$ cat src/rtl/i2s_tdm_port_pkg.sv
// Shared audio definitions for the I2S/TDM serial port: frame-format mode,
// port run state and the frame-length helper.
package i2s_tdm_port_pkg;

  typedef enum logic {
    I2S = 1'b0,
    TDM = 1'b1
  } i2s_mode_e;

  typedef enum logic {
    ST_STOP = 1'b0,
    ST_RUN  = 1'b1
  } port_state_e;

  function automatic int unsigned frame_bits(input int unsigned channels,
                                             input int unsigned slot_width);
    return channels * slot_width;
  endfunction

endpackage

$ cat src/rtl/i2s_bclk_gen.sv
// Bit-clock divider: toggles bclk every BCLK_DIV clk cycles while run is high
// and flags the clk cycle in which bclk is about to rise or fall.
module i2s_bclk_gen #(
  parameter int unsigned BCLK_DIV = 2
) (
  input  logic clk,
  input  logic rst_n,
  input  logic run,
  output logic bclk,
  output logic rise_stb,
  output logic fall_stb
);

  localparam int unsigned CNT_W = $clog2(BCLK_DIV);

  logic [CNT_W-1:0] div_cnt;
  logic             half_done;

  // Strobes are valid in the same cycle the bclk register toggles, so the
  // port logic updates its pins on exactly the same clk edge as bclk.
  assign half_done = run && (div_cnt == CNT_W'(BCLK_DIV - 1));
  assign rise_stb  = half_done && !bclk;
  assign fall_stb  = half_done && bclk;

  always_ff @(posedge clk or negedge rst_n) begin
    if (!rst_n) begin
      div_cnt <= '0;
      bclk    <= 1'b0;
    end else if (!run) begin
      div_cnt <= '0;
      bclk    <= 1'b0;
    end else if (half_done) begin
      div_cnt <= '0;
      bclk    <= ~bclk;
    end else begin
      div_cnt <= div_cnt + CNT_W'(1);
    end
  end

endmodule

$ cat src/rtl/i2s_tdm_port.sv
// I2S / TDM audio serial port master: one-deep playback holding register,
// MSB-first slot shifter with one-bit data delay, and frame capture on sdin.
module i2s_tdm_port
  import i2s_tdm_port_pkg::*;
#(
  parameter int unsigned DATA_WIDTH = 16,
  parameter int unsigned SLOT_WIDTH = 16,
  parameter int unsigned CHANNELS   = 2,
  parameter int unsigned BCLK_DIV   = 2,
  parameter i2s_mode_e   MODE       = I2S
) (
  input  logic                           clk,
  input  logic                           rst_n,
  input  logic                           en,
  input  logic [CHANNELS*DATA_WIDTH-1:0] tx_frame,
  input  logic                           tx_valid,
  output logic                           tx_ready,
  output logic [CHANNELS*DATA_WIDTH-1:0] rx_frame,
  output logic                           rx_valid,
  output logic                           underrun,
  output logic                           bclk,
  output logic                           lrclk,
  output logic                           sdout,
  input  logic                           sdin
);

  localparam int unsigned FRAME_BITS = frame_bits(CHANNELS, SLOT_WIDTH);
  localparam int unsigned CNT_W      = $clog2(FRAME_BITS);
  localparam int unsigned PCM_W      = CHANNELS * DATA_WIDTH;
  localparam logic [CNT_W-1:0] LAST_BIT = CNT_W'(FRAME_BITS - 1);
  localparam logic [CNT_W-1:0] HALF_BIT = CNT_W'(FRAME_BITS / 2);

  if (DATA_WIDTH < 16 || DATA_WIDTH > 32) begin : g_bad_data_width
    $error("i2s_tdm_port: DATA_WIDTH must be 16..32");
  end
  if (SLOT_WIDTH < DATA_WIDTH) begin : g_bad_slot_width
    $error("i2s_tdm_port: SLOT_WIDTH must be at least DATA_WIDTH");
  end
  if (CHANNELS < 2 || CHANNELS > 8) begin : g_bad_channels
    $error("i2s_tdm_port: CHANNELS must be 2..8");
  end
  if (MODE == I2S && (CHANNELS % 2) != 0) begin : g_bad_i2s_channels
    $error("i2s_tdm_port: I2S mode needs an even CHANNELS");
  end
  if (BCLK_DIV < 2) begin : g_bad_bclk_div
    $error("i2s_tdm_port: BCLK_DIV must be at least 2");
  end

  port_state_e       state_q, state_d;
  logic              run, rise_stb, fall_stb;
  logic              start_evt, wrap_evt, stop_evt, load_evt, accept;
  logic [CNT_W-1:0]  bit_cnt_q;
  logic [PCM_W-1:0]  hold_q;
  logic              hold_full_q;
  logic [FRAME_BITS-1:0] shift_q, tx_serial, rx_serial;
  logic [FRAME_BITS-2:0] rx_shift_q;
  logic [PCM_W-1:0]  rx_unpacked;
  logic [1:0]        rx_skip_q;

  assign run = (state_q == ST_RUN);

  i2s_bclk_gen #(
    .BCLK_DIV(BCLK_DIV)
  ) u_bclk_gen (
    .clk     (clk),
    .rst_n   (rst_n),
    .run     (run),
    .bclk    (bclk),
    .rise_stb(rise_stb),
    .fall_stb(fall_stb)
  );

  function automatic logic lr_level(input logic [CNT_W-1:0] cnt);
    if (MODE == TDM) return (cnt == LAST_BIT);
    else             return (cnt >= HALF_BIT);
  endfunction

  // en only matters while stopped or at the bclk fall that ends a frame.
  always_comb begin
    // NOTE: every output of this block gets a default first, otherwise a path
    // that skips an assignment infers a latch.
    state_d   = state_q;
    start_evt = 1'b0;
    wrap_evt  = 1'b0;
    stop_evt  = 1'b0;
    case (state_q)
      ST_STOP: begin
        if (en) begin
          state_d   = ST_RUN;
          start_evt = 1'b1;
        end
      end
      ST_RUN: begin
        if (fall_stb && bit_cnt_q == LAST_BIT) begin
          if (en) begin
            wrap_evt = 1'b1;
          end else begin
            stop_evt = 1'b1;
            state_d  = ST_STOP;
          end
        end
      end
      default: state_d = ST_STOP;
    endcase
  end

  assign load_evt = start_evt || wrap_evt;
  assign accept   = tx_valid && !hold_full_q;
  assign tx_ready = !hold_full_q;

  // Serial order: slot 0 first, data MSB first, pad bits low in each slot.
  always_comb begin
    tx_serial   = '0;
    rx_unpacked = '0;
    for (int n = 0; n < int'(CHANNELS); n++) begin
      tx_serial[FRAME_BITS-1-n*SLOT_WIDTH -: DATA_WIDTH] = hold_q[n*DATA_WIDTH +: DATA_WIDTH];
      rx_unpacked[n*DATA_WIDTH +: DATA_WIDTH] = rx_serial[FRAME_BITS-1-n*SLOT_WIDTH -: DATA_WIDTH];
    end
  end

  // sdout always takes the shifter MSB at a fall, which yields the one-bit
  // delay: the last bit of a frame leaves during bit period 0 of the next.
  always_ff @(posedge clk or negedge rst_n) begin
    if (!rst_n) begin
      state_q   <= ST_STOP;
      bit_cnt_q <= '0;
      lrclk     <= 1'b0;
      sdout     <= 1'b0;
      shift_q   <= '0;
    end else begin
      // NOTE: non-blocking assignments here, so every register in this block
      // sees the pre-edge values of the others regardless of statement order.
      state_q <= state_d;
      if (stop_evt) begin
        bit_cnt_q <= '0;
        lrclk     <= 1'b0;
        sdout     <= 1'b0;
        shift_q   <= '0;
      end else if (load_evt) begin
        bit_cnt_q <= '0;
        lrclk     <= lr_level('0);
        sdout     <= shift_q[FRAME_BITS-1];
        shift_q   <= hold_full_q ? tx_serial : '0;
      end else if (fall_stb) begin
        bit_cnt_q <= bit_cnt_q + CNT_W'(1);
        lrclk     <= lr_level(bit_cnt_q + CNT_W'(1));
        sdout     <= shift_q[FRAME_BITS-1];
        shift_q   <= {shift_q[FRAME_BITS-2:0], 1'b0};
      end
    end
  end

  // A load takes the old holding content; an accept in the same cycle keeps
  // the new frame held for the next boundary.
  always_ff @(posedge clk or negedge rst_n) begin
    if (!rst_n) begin
      // NOTE: data registers are reset as well, so no X can reach the pins
      // or rx_frame even if a load happens before any accept.
      hold_q      <= '0;
      hold_full_q <= 1'b0;
      underrun    <= 1'b0;
    end else begin
      underrun <= load_evt && !hold_full_q;
      if (accept) begin
        hold_q      <= tx_frame;
        hold_full_q <= 1'b1;
      end else if (load_evt) begin
        hold_full_q <= 1'b0;
      end
    end
  end

  assign rx_serial = {rx_shift_q, sdin};

  // The first two bit-0 rises after a start carry no complete, trusted frame.
  always_ff @(posedge clk or negedge rst_n) begin
    if (!rst_n) begin
      rx_shift_q <= '0;
      rx_skip_q  <= '0;
      rx_frame   <= '0;
      rx_valid   <= 1'b0;
    end else begin
      rx_valid <= 1'b0;
      if (start_evt) begin
        rx_skip_q <= 2'd2;
      end else if (rise_stb) begin
        rx_shift_q <= {rx_shift_q[FRAME_BITS-3:0], sdin};
        if (bit_cnt_q == '0) begin
          if (rx_skip_q != 2'd0) begin
            rx_skip_q <= rx_skip_q - 2'd1;
          end else begin
            rx_frame <= rx_unpacked;
            rx_valid <= 1'b1;
          end
        end
      end
    end
  end

endmodule

$ cat config.mk
export PLATFORM = sky130hd
export DESIGN_NAME = i2s_tdm_port
export DESIGN_NICKNAME = d
export VERILOG_FILES = /design/src/rtl/i2s_tdm_port_pkg.sv /design/src/rtl/i2s_bclk_gen.sv /design/src/rtl/i2s_tdm_port.sv
export SDC_FILE = /design/constraint.sdc
export NUM_CORES = 1
export LEC_CHECK = 0
export CAP_MARGIN = 0
export CORE_MARGIN = 2
export CORE_UTILIZATION = 49
export DETAILED_ROUTE_END_ITERATION = 10
export PLACE_DENSITY = 0.75
export SETUP_SLACK_MARGIN = 0.1
export SYNTH_ARGS = -nofsm -noshare
export SYNTH_HDL_FRONTEND = slang
export SYNTH_SLANG_ARGS = --single-unit
export TNS_END_PERCENT = 1
$ cat constraint.sdc
create_clock -name clk -period 1.79 [get_ports clk]
set_input_delay 0.358 -clock clk [delete_from_list [all_inputs] [get_ports clk]]
set_output_delay 0.358 -clock clk [all_outputs]
set_load 0.05 [all_outputs]
After elaboration in Yosys (flattened, before gate mapping)
Cells that the tools add are included.
{"block": "totals", "ff_bits": 142, "latchBits": 0, "ramBits": 0, "romBits": 0, "inputBits": 37, "output_inout_bits": 38, "memories": 0}
{"block": "op_classes", "addsub": 3, "multipliers": 0, "n_div": 0, "order_cmp": 1, "n_eq_ne": 2, "shifts": 0, "mux": 36, "n_bitwise": 4, "reduce_logical": 19}
{"operator": "32-bit 2-to-1 mux", "n": 4}
{"operator": "1-bit 2-to-1 mux", "n": 24}
{"operator": "5-bit 2-to-1 mux", "n": 3}
{"operator": "2-bit nonzero test", "n": 5}
{"operator": "2-bit 2-to-1 mux", "n": 4}
{"operator": "1-bit logical AND", "n": 6}
{"operator": "5-bit by 1-bit adder with 5-bit output, second input constant", "n": 1}
{"operator": "5-bit equality test, second input constant", "n": 1}
{"operator": "5-bit >= comparator, second input constant", "n": 1}
{"operator": "5-bit logical NOT", "n": 1}
{"operator": "1-bit inverter", "n": 4}
{"operator": "4-bit AND reduction", "n": 1}
{"operator": "3-bit AND reduction", "n": 1}
{"operator": "3-bit nonzero test", "n": 1}
{"operator": "1-bit logical NOT", "n": 2}
{"operator": "2-bit by 1-bit != test with 1-bit output, second input constant", "n": 1}
{"operator": "1-bit one-hot mux with 2 select lines", "n": 1}
{"operator": "2-bit AND reduction", "n": 1}
{"operator": "2-bit by 1-bit subtractor with 2-bit output, second input constant", "n": 1}
{"operator": "1-bit adder, second input constant", "n": 1}
{"operator": "1-bit logical OR", "n": 1}

Depth between registers and ports, before layout
Gate-level depths: netlist of run 1.
{"block": "logic_depth", "word_depth": 8, "ltp_mapped": 8, "mapped_depth_nobuf": 6}

By module
Synthesis of run 1 repeated with hierarchy kept, for this count alone.
{"block": "unflattened", "hier_cells": 420, "area_unflattened_um2": 5645.4}
{"module": "i2s_tdm_port", "n_inst": 1, "cells_each": 412, "area_each_um2": 5556.6, "seq_area_each_um2": 3478.3}
{"module": "i2s_bclk_gen", "n_inst": 1, "cells_each": 8, "area_each_um2": 88.8, "seq_area_each_um2": 50.0}

Worst setup path before layout of run 1
OpenSTA, ideal clock, no wires.
{"block": "synth_timing", "path_kind": "register to register", "start": "reg lrclk (netlist name)", "end": "reg shift_q[10]", "t_arrival_ns": 1.869, "path_slack_ns": -0.205, "stages_incl_launch_ff": 6, "path_buffers": 2, "period_less_slack_ns": 1.995, "cell_sequence": "dfrtp_1 -> ha_1 -> and4b_1 -> buf_2 -> clkbuf_1 -> a221o_1"}
{"item": "to (signal assigned)", "line_no": "i2s_tdm_port.sv:143", "rtl": "shift_q <= hold_full_q ? tx_serial : '0;"}
{"item": "to (signal assigned)", "line_no": "i2s_tdm_port.sv:148", "rtl": "shift_q <= {shift_q[FRAME_BITS-2:0], 1'b0};"}
{"item": "to (decl)", "line_no": "i2s_tdm_port.sv:55", "rtl": "logic [FRAME_BITS-1:0] shift_q, tx_serial, rx_serial;"}

Worst setup path after layout of run 1
{"block": "layout_timing", "start": "reg bit_cnt_q[1]", "end": "reg shift_q[10]"}
{"block": "layout_via", "elab_chain_cells": 7}
{"item": "from (decl)", "line_no": "i2s_tdm_port.sv:52", "rtl": "logic [CNT_W-1:0] bit_cnt_q;"}
{"item": "from (signal assigned)", "line_no": "i2s_tdm_port.sv:145", "rtl": "bit_cnt_q <= bit_cnt_q + CNT_W'(1);"}
{"item": "5-bit equality test (*)", "line_no": "i2s_tdm_port.sv:94", "rtl": "if (fall_stb && bit_cnt_q == LAST_BIT) begin"}
{"item": "1-bit logical AND (*)", "line_no": "i2s_tdm_port.sv:94"}
{"item": "1-bit 2-to-1 mux", "line_no": "i2s_tdm_port.sv:94"}
{"item": "1-bit 2-to-1 mux", "line_no": "i2s_tdm_port.sv:86", "rtl": "case (state_q)"}
{"item": "1-bit logical OR", "line_no": "i2s_tdm_port.sv:107", "rtl": "assign load_evt = start_evt || wrap_evt;"}
{"item": "32-bit 2-to-1 mux", "line_no": "i2s_tdm_port.sv:139", "rtl": "end else if (load_evt) begin"}
{"item": "32-bit 2-to-1 mux", "line_no": "i2s_tdm_port.sv:134", "rtl": "if (stop_evt) begin"}
Every way passes the cells marked *; elsewhere a longest branch is shown, timed or not.
A chain may end at the register's enable or synchronous reset.

==> results of run 1 <==
final cells by class:
cell class                 count  area (sq um)  area share, %
clock inverter                 6          85.1           1.15
sequential                   141          3530           47.9
inverter                       7          28.8          0.391
clock buffer                  25           485           6.59
multi-input combinational    270          2080           28.2
timing repair buffer         102           981           13.3
tap                          143           179           2.43
Yosys cell counts (all sizes together) (4+ instances only):
library cell	number
a221o	31
and3	34
buf	16
clkbuf	14
dfrtp	141
ha	4
inv	7
mux2	65
nand2	99
nand3	4
nor2	4
nor2b	4
worst max-delay path, stage by stage, from the launching register on:
cell,delay [ns]
dfrtp_1,0.38
ha_2,0.20
and3_4,0.20
ha_4,0.15
and4b_4,0.25
buf_12,0.15
a221o_1,0.35
final timing paths:
kind	start	endpoint	slack, ns	depth (start not counted)
hold / removal	rst_n	rx_frame[18]	0.45	2
min in group clk	rx_skip_q[0]	rx_skip_q[0]	0.48	1
setup / recovery	bit_cnt_q[1]	shift_q[10]	-0.007	6
setup reg to reg	bit_cnt_q[1]	shift_q[10]	-0.007	6
hold reg to reg	rx_skip_q[0]	rx_skip_q[0]	0.48	1
max in group asynchronous	rst_n	hold_q[2]	0.76	3
cell families (layout without fill, tap and decap cells):
family                   after synthesis  count (layout)  share of synthesized area (%)
AO/OA/AOI/OAI                         43              43                           6.87
multiplexers                          67              67                           14.4
adder cells (fa/ha/maj)                4               4                          0.873
flip-flops                           141             141                           61.5
AND/OR/NAND/NOR                      155             155                           13.0
buffers and inverters                 37             140                           3.10
XOR/XNOR                               1               1                          0.153
power breakdown:
group | internal (uW) | total, uW | switching, uW | leakage, uW
Clock | 2150 | 3360 | 1210 | 0.000273
Sequential | 3340 | 3440 | 98.7 | 0.00185
Combinational | 246 | 454 | 208 | 0.00168
flip-flops by register name, indices dropped and copies added, names as in the netlist:
signal,count
hold_full_q,1
rx_valid,1
underrun,1
rx_skip_q,2
hold_q,32
rx_shift_q,31
lrclk,1
u_bclk_gen.bclk,1
rx_frame,32
sdout,1
bit_cnt_q,4
shift_q,32
run,1
u_bclk_gen.div_cnt,1
metrics by stage:
| step | worst slack, ns | hold slack, ns |
|---|---|---|
| 2_1_floorplan | -0.00242 | 0.0624 |
| 3_3_place_gp | 0.00896 | 0.313 |
| 3_5_place_dp | -0.0601 | 0.323 |
| 4_1_cts | -0.0167 | 0.455 |
| 5_1_grt | -0.0982 | 0.470 |
| 6_report | -0.00736 | 0.447 |
what timing repair did:
action / in CTS / in global routing
pin swaps: 6 / 4
cloned: 0 / 2
setup buffers: 3 / 1
endpoints found under the hold margin: 43 / 0
hold buffers: 1 / 0
gates resized for setup: 1 / 10
setup endpoints to repair: 64 / 70
per-layer routing:
| layer | vias up | wire length (um) | global-route usage [%] |
|---|---|---|---|
| li1 | 1750 | - | - |
| met1 | 1881 | 5090 | 25.0 |
| met2 | 99 | 5240 | 27.8 |
| met3 | 18 | 455 | 5.08 |
| met4 | 0 | 178 | 7.40 |
| met5 | - | 0 | 0 |
placed cells by master (no fill, tap or decap), drive strengths merged:
| cell | instances |
|---|---|
| a211oi | 1 |
| a21oi | 2 |
| a221o | 31 |
| a22o | 2 |
| a31oi | 2 |
| a41o | 1 |
| and2 | 2 |
| and3 | 34 |
| and3b | 1 |
| and4b | 1 |
| buf | 64 |
| bufinv | 2 |
| clkbuf | 27 |
| clkdlybuf4s50 | 35 |
| clkinv | 2 |
| clkinvlp | 2 |
| dfrtp | 141 |
| dlygate4sd3 | 1 |
| ha | 4 |
| inv | 7 |
| mux2 | 65 |
| mux2i | 2 |
| nand2 | 99 |
| nand2b | 2 |
| nand3 | 4 |
| nand3b | 2 |
| nor2 | 4 |
| nor2b | 4 |
| nor4b | 1 |
| o2111ai | 1 |
| o211ai | 1 |
| o21ai | 2 |
| or4 | 1 |
| xor2 | 1 |
==> results.md, run 1 <==
- H-tree levels: 4
- Setup-failing EPs final: 2
- N_diodes: 0
- Syn nets: 489
- Avg Cell Area, Syn: roughly 13 sq um
- Synth area leader: dfrtp_1
- Global-route wire length before repair: 18200 um
- CTS root buffer: clkbuf_16
- Largest cells by area after synthesis: dfrtp_1 62%, mux2_2 8.4%, nand2_1 6.5%
- Site Rows: 39
- Crit share post-route: 100%
- PortBufs: 74
- PD cells: around 1000 nW/um^2
- Die height: 112 um
- Leak: approximately 0.0038 uW
- CTS tree: done
- Crit-path max FO: 6
- Post-route setup slack: -0.00736 ns
- Total CTS buffers: 17
- Nets@finish: 580
- Setup tns final: -0.00793 ns
- CTS sink count: 141
- Clk_lat worst skew: 0.41 ns
- Post-DP Area: approximately 6700 sq um
- Largest net degree at the start of global routing: 48
- Detailed Place HPWL: 7060 um
- Vias: 3748
- Final instance area: roughly 7400 sq um
- Failing checks: negative setup slack
- Routability cong.: 0.712
- Area grow syn2layout: 28.5%
- Clock-pin slew on the worst setup and hold paths: 0.05 ns
- Count of pins over their slew limit: 0
- Worst setup SP type: register
- Mapped Cells: between 400 and 500
- Vias per cell: 5.40
- Slew margin rel.: 69.9%
- Slew @ Worst Pin: 0.452 ns
- Max Cap Violations: 0
- CP endpoint kind: register
- Final wirelength: 11000 um
- Drt pass-1 iters: 5
- Final cell count without fillers: 694
- Max Fclk: 556 MHz
- Power Total: 7250 uW
- Share of the synthesized area in the top cell type: 61.5%
- Initial Util: 50.2%
- Crit path DAT: around 2.1 ns
- Vias in the first global route: 3747
- Netlist cell types: 36
- Cells after DPL: 656
- Violation count after the first detailed-route iteration: approximately 220
- IO Pins: 75
- Synthesized area: 5730 sq um
- Max VDD drop: 0.656 mV
- Die area: between 10000 and 15000 sq um
- Total gr overflow: 0
- Worst Clk Skew: 0.00746 ns
- Final Hold Viols: 0
- WS Path Type: register to register
- GRT Overall Usage: 18.2%
- Yosys reg bits: 141
- Final core occ: 64.5%
- Final min period: 1.80 ns
- Min-Delay Path Class: input port to async pin
- Main synth FF type: dfrtp_1
- Fill count: 856
- Die W: 112 um
- Post-synth ARST share: 100%
- Clock Path Buffers: 2
- Fraction of layout cells with a size suffix above 1: 30.7%
- Ys Warns: 0
- DRC errors left: 0
- Post-synth EDFFs: 0
- Core Box Area: roughly 11000 sq um
- Antenna viol nets, final: 0
- Initial antenna violation count: 0
- Sequential share of the synthesized area: 61.5%
- Status: complete, but fails checks
- Avg WL per Cell: roughly 16 um
- Worst path required time: between 2 and 2.5 ns
- RSZ-0062 raised after global routing: true
Power figures use the tool's default switching activity.
==> run 2, diff against run 1 <==
--- a/config.mk
+++ b/config.mk
@@ -9,6 +9,7 @@
 export CORE_MARGIN = 2
 export CORE_UTILIZATION = 49
 export DETAILED_ROUTE_END_ITERATION = 10
+export GPL_TIMING_DRIVEN = 1
 export PLACE_DENSITY = 0.75
 export SETUP_SLACK_MARGIN = 0.1
 export SYNTH_ARGS = -nofsm -noshare
==> results of run 2 <==
Same layout as run 1: the final DEF is identical, and so are final timing and power.
==> run 3, diff against run 2 <==
--- a/config.mk
+++ b/config.mk
@@ -6,10 +6,9 @@
 export NUM_CORES = 1
 export LEC_CHECK = 0
 export CAP_MARGIN = 0
-export CORE_MARGIN = 2
+export CORE_MARGIN = 1
 export CORE_UTILIZATION = 49
 export DETAILED_ROUTE_END_ITERATION = 10
-export GPL_TIMING_DRIVEN = 1
 export PLACE_DENSITY = 0.75
 export SETUP_SLACK_MARGIN = 0.1
 export SYNTH_ARGS = -nofsm -noshare
==> results.md, run 3 (same netlist as run 1, synthesis figures left out) <==
- Cell family with most CP delay: simple AND/OR/NAND/NOR gates
- Reg2Reg Setup Slack: -0.04 ns (-0.04 ns)
- H-tree levels: 4 (unchanged)
- Initial Util: 50.2% (unchanged)
- Max VDD drop: 0.833 mV (+27%)
- Clock Path Buffers: 2 (unchanged)
- Die height: 110 um (-1.8%)
- RR Endpoint: shift_q[18]
- Setup-failing EPs final: 13 (+11)
- Antenna viol nets, final: 0 (unchanged)
- CTS root buffer: clkbuf_16
- Largest regs: hold_q: 32 flops, rx_frame: 32 flops, shift_q: 32 flops
- Failing checks: negative setup slack
- Crit share post-route: 102% (+2.1 points)
- CTS tree: done
- Violation count after the first detailed-route iteration: 235 (+4.9%)
- Vias in the first global route: 3695 (-1.4%)
- Area grow syn2layout: 28.9%
- WS Path Type: register to register
- Hold WS: 0.413 ns (-0.0344 ns)
- Vias per cell: 5.42 (+0.34%)
- Avg WL per Cell: 16.6 um (+5.3%)
- Largest net degree at the start of global routing: 56 (+17%)
- Global-route wire length before repair: 17900 um (-1.6%)
- Clk_lat worst skew: 0.42 ns (about the same)
- Most frequent cells in the layout: 139 x dfrtp_1, 99 x nand2_1, 50 x buf_4
- Crit-path max FO: 5 (-1)
- Worst path required time: 2.09 ns (about the same)
- Cells after DPL: 650 (-0.91%)
- Total CTS buffers: 17 (unchanged)
- Clock-pin slew on the worst setup and hold paths: 0.06 ns (about the same)
- Detailed Place HPWL: 6690 um (-5.2%)
- CP endpoint kind: register
- Nets@finish: 575 (-0.86%)
- Max Fclk: 545 MHz (-2.0%)
- CP startpoint: bit_cnt_q[1]
- Die W: 110 um (-1.8%)
- Critical Path Slowest Stage Cell: dfrtp_1
- Final Hold Viols: 0 (unchanged)
- Count of pins over their slew limit: 0 (unchanged)
- Drt pass-1 iters: 4 (-1)
- Crit path DAT: 2.13 ns (+0.04 ns)
- Total gr overflow: 0 (unchanged)
- Commonest non-fill, non-tap cell in the layout: dfrtp_1
- Min-Delay Path Class: input port to async pin
- IO Pins: 75 (unchanged)
- Power Total: 7390 uW (+1.9%)
- Post-route setup slack: -0.0445 ns (-0.0372 ns)
- GRT Overall Usage: 19.9% (+1.7 points)
- Final wirelength: 11500 um (+4.7%)
- Final instance area: 7390 sq um (+0.29%)
- Cells along the critical path: ha_2, and3_4, ha_4, and4b_4, buf_12, a221o_1
- CTS sink count: 141 (unchanged)
- Final min period: 1.83 ns (+0.0372 ns)
- Status: complete, but fails checks
- Final cell count without fillers: 690 (-0.58%)
- Slew @ Worst Pin: 0.384 ns (-0.0684 ns)
- Worst setup SP type: register
- PortBufs: 74 (unchanged)
- DRC errors left: 0 (unchanged)
- Slew margin rel.: 74.4% (+4.6 points)
- Die area: 12100 sq um (-3.5%)
- RSZ-0062 raised after global routing: true
- Worst stage delay on the critical path: 0.39 ns (about the same)
- Post-DP Area: 6620 sq um (-0.68%)
- Worst Clk Skew: 0.0110 ns (+0.00354 ns)
- Worst R2R Path Depth: 6 (unchanged)
- R2r startpoint: bit_cnt_q[1]
- Buf/Inv on CP: 1 (unchanged)
- Site Rows: 39 (unchanged)
- Initial antenna violation count: 0 (unchanged)
- N_diodes: 0 (unchanged)
- Fraction of layout cells with a size suffix above 1: 30.7% (+0.041 points)
- Max Cap Violations: 0 (unchanged)
- Leak: 0.00380 uW (about the same)
- Vias: 3739 (-0.24%)
- Core Box Area: 11400 sq um (unchanged)
- PD cells: 1000 nW/um^2 (+1.6%)
- Routability cong.: 0.749 (+5.2%)
[run 3: cell types whose count changed in the layout (fill, tap and decap cells not counted), sizes merged]
cell | previous run | this run
clkinv | 2 | 3
buf | 64 | 58
clkinvlp | 2 | 5
clkbuf | 27 | 25
[run 3: worst max-delay path by stage]
stage,cells past startpoint,to
4_1_cts,6,shift_q[18]
6_report,6,shift_q[18]
5_1_grt,6,shift_q[18]
3_3_place_gp,4,hold_q[9]
3_5_place_dp,6,shift_q[31]
2_1_floorplan,7,shift_q[10]
[run 3: per-layer routing]
layer	GRT usage (%)	vias up	part of all wire, %
li1	-	1739	-
met2	30.8	110	49
met3	7.05	14	4.6
met5	0	-	0
met1	25.6	1876	45
met4	7.99	0	1.5
[run 3: per-stage QoR]
stage               util [%]  setup WS, ns  TNS [ns]
detailed placement      58.0       -0.0215   -0.0688
CTS                     63.4       -0.0349   -0.0747
global route            64.7       -0.0639    -0.782
global placement        58.0        0.0354         0
floorplan                  -      -0.00242   -0.0483
finish                  64.7       -0.0445    -0.180
[run 3: cell type report]
class / instances / area, sq um
clock inverters: 10 / 113
clock buffers: 22 / 484
well taps: 143 / 179
repair buffers: 97 / 953
fillers: 862 / 4030
multi-input cells: 270 / 2100
inverters: 7 / 31.3
flip-flops and latches: 141 / 3530
[run 3: what timing repair did]
action | CTS | global route
pin swaps | 2 | 9
hold buffers | 1 | 0
cloned | 0 | 4
endpoints found under the setup margin | 35 | 67
gates resized for setup | 0 | 16
endpoints found under the hold margin | 36 | 0
buffers inserted | 1 | 2
[run 3: where the power goes]
group	internal [uW]	switching, uW	leakage (uW)
Sequential	3340	100	0.00185
Combinational	242	212	0.00167
Clock	2190	1310	0.000280
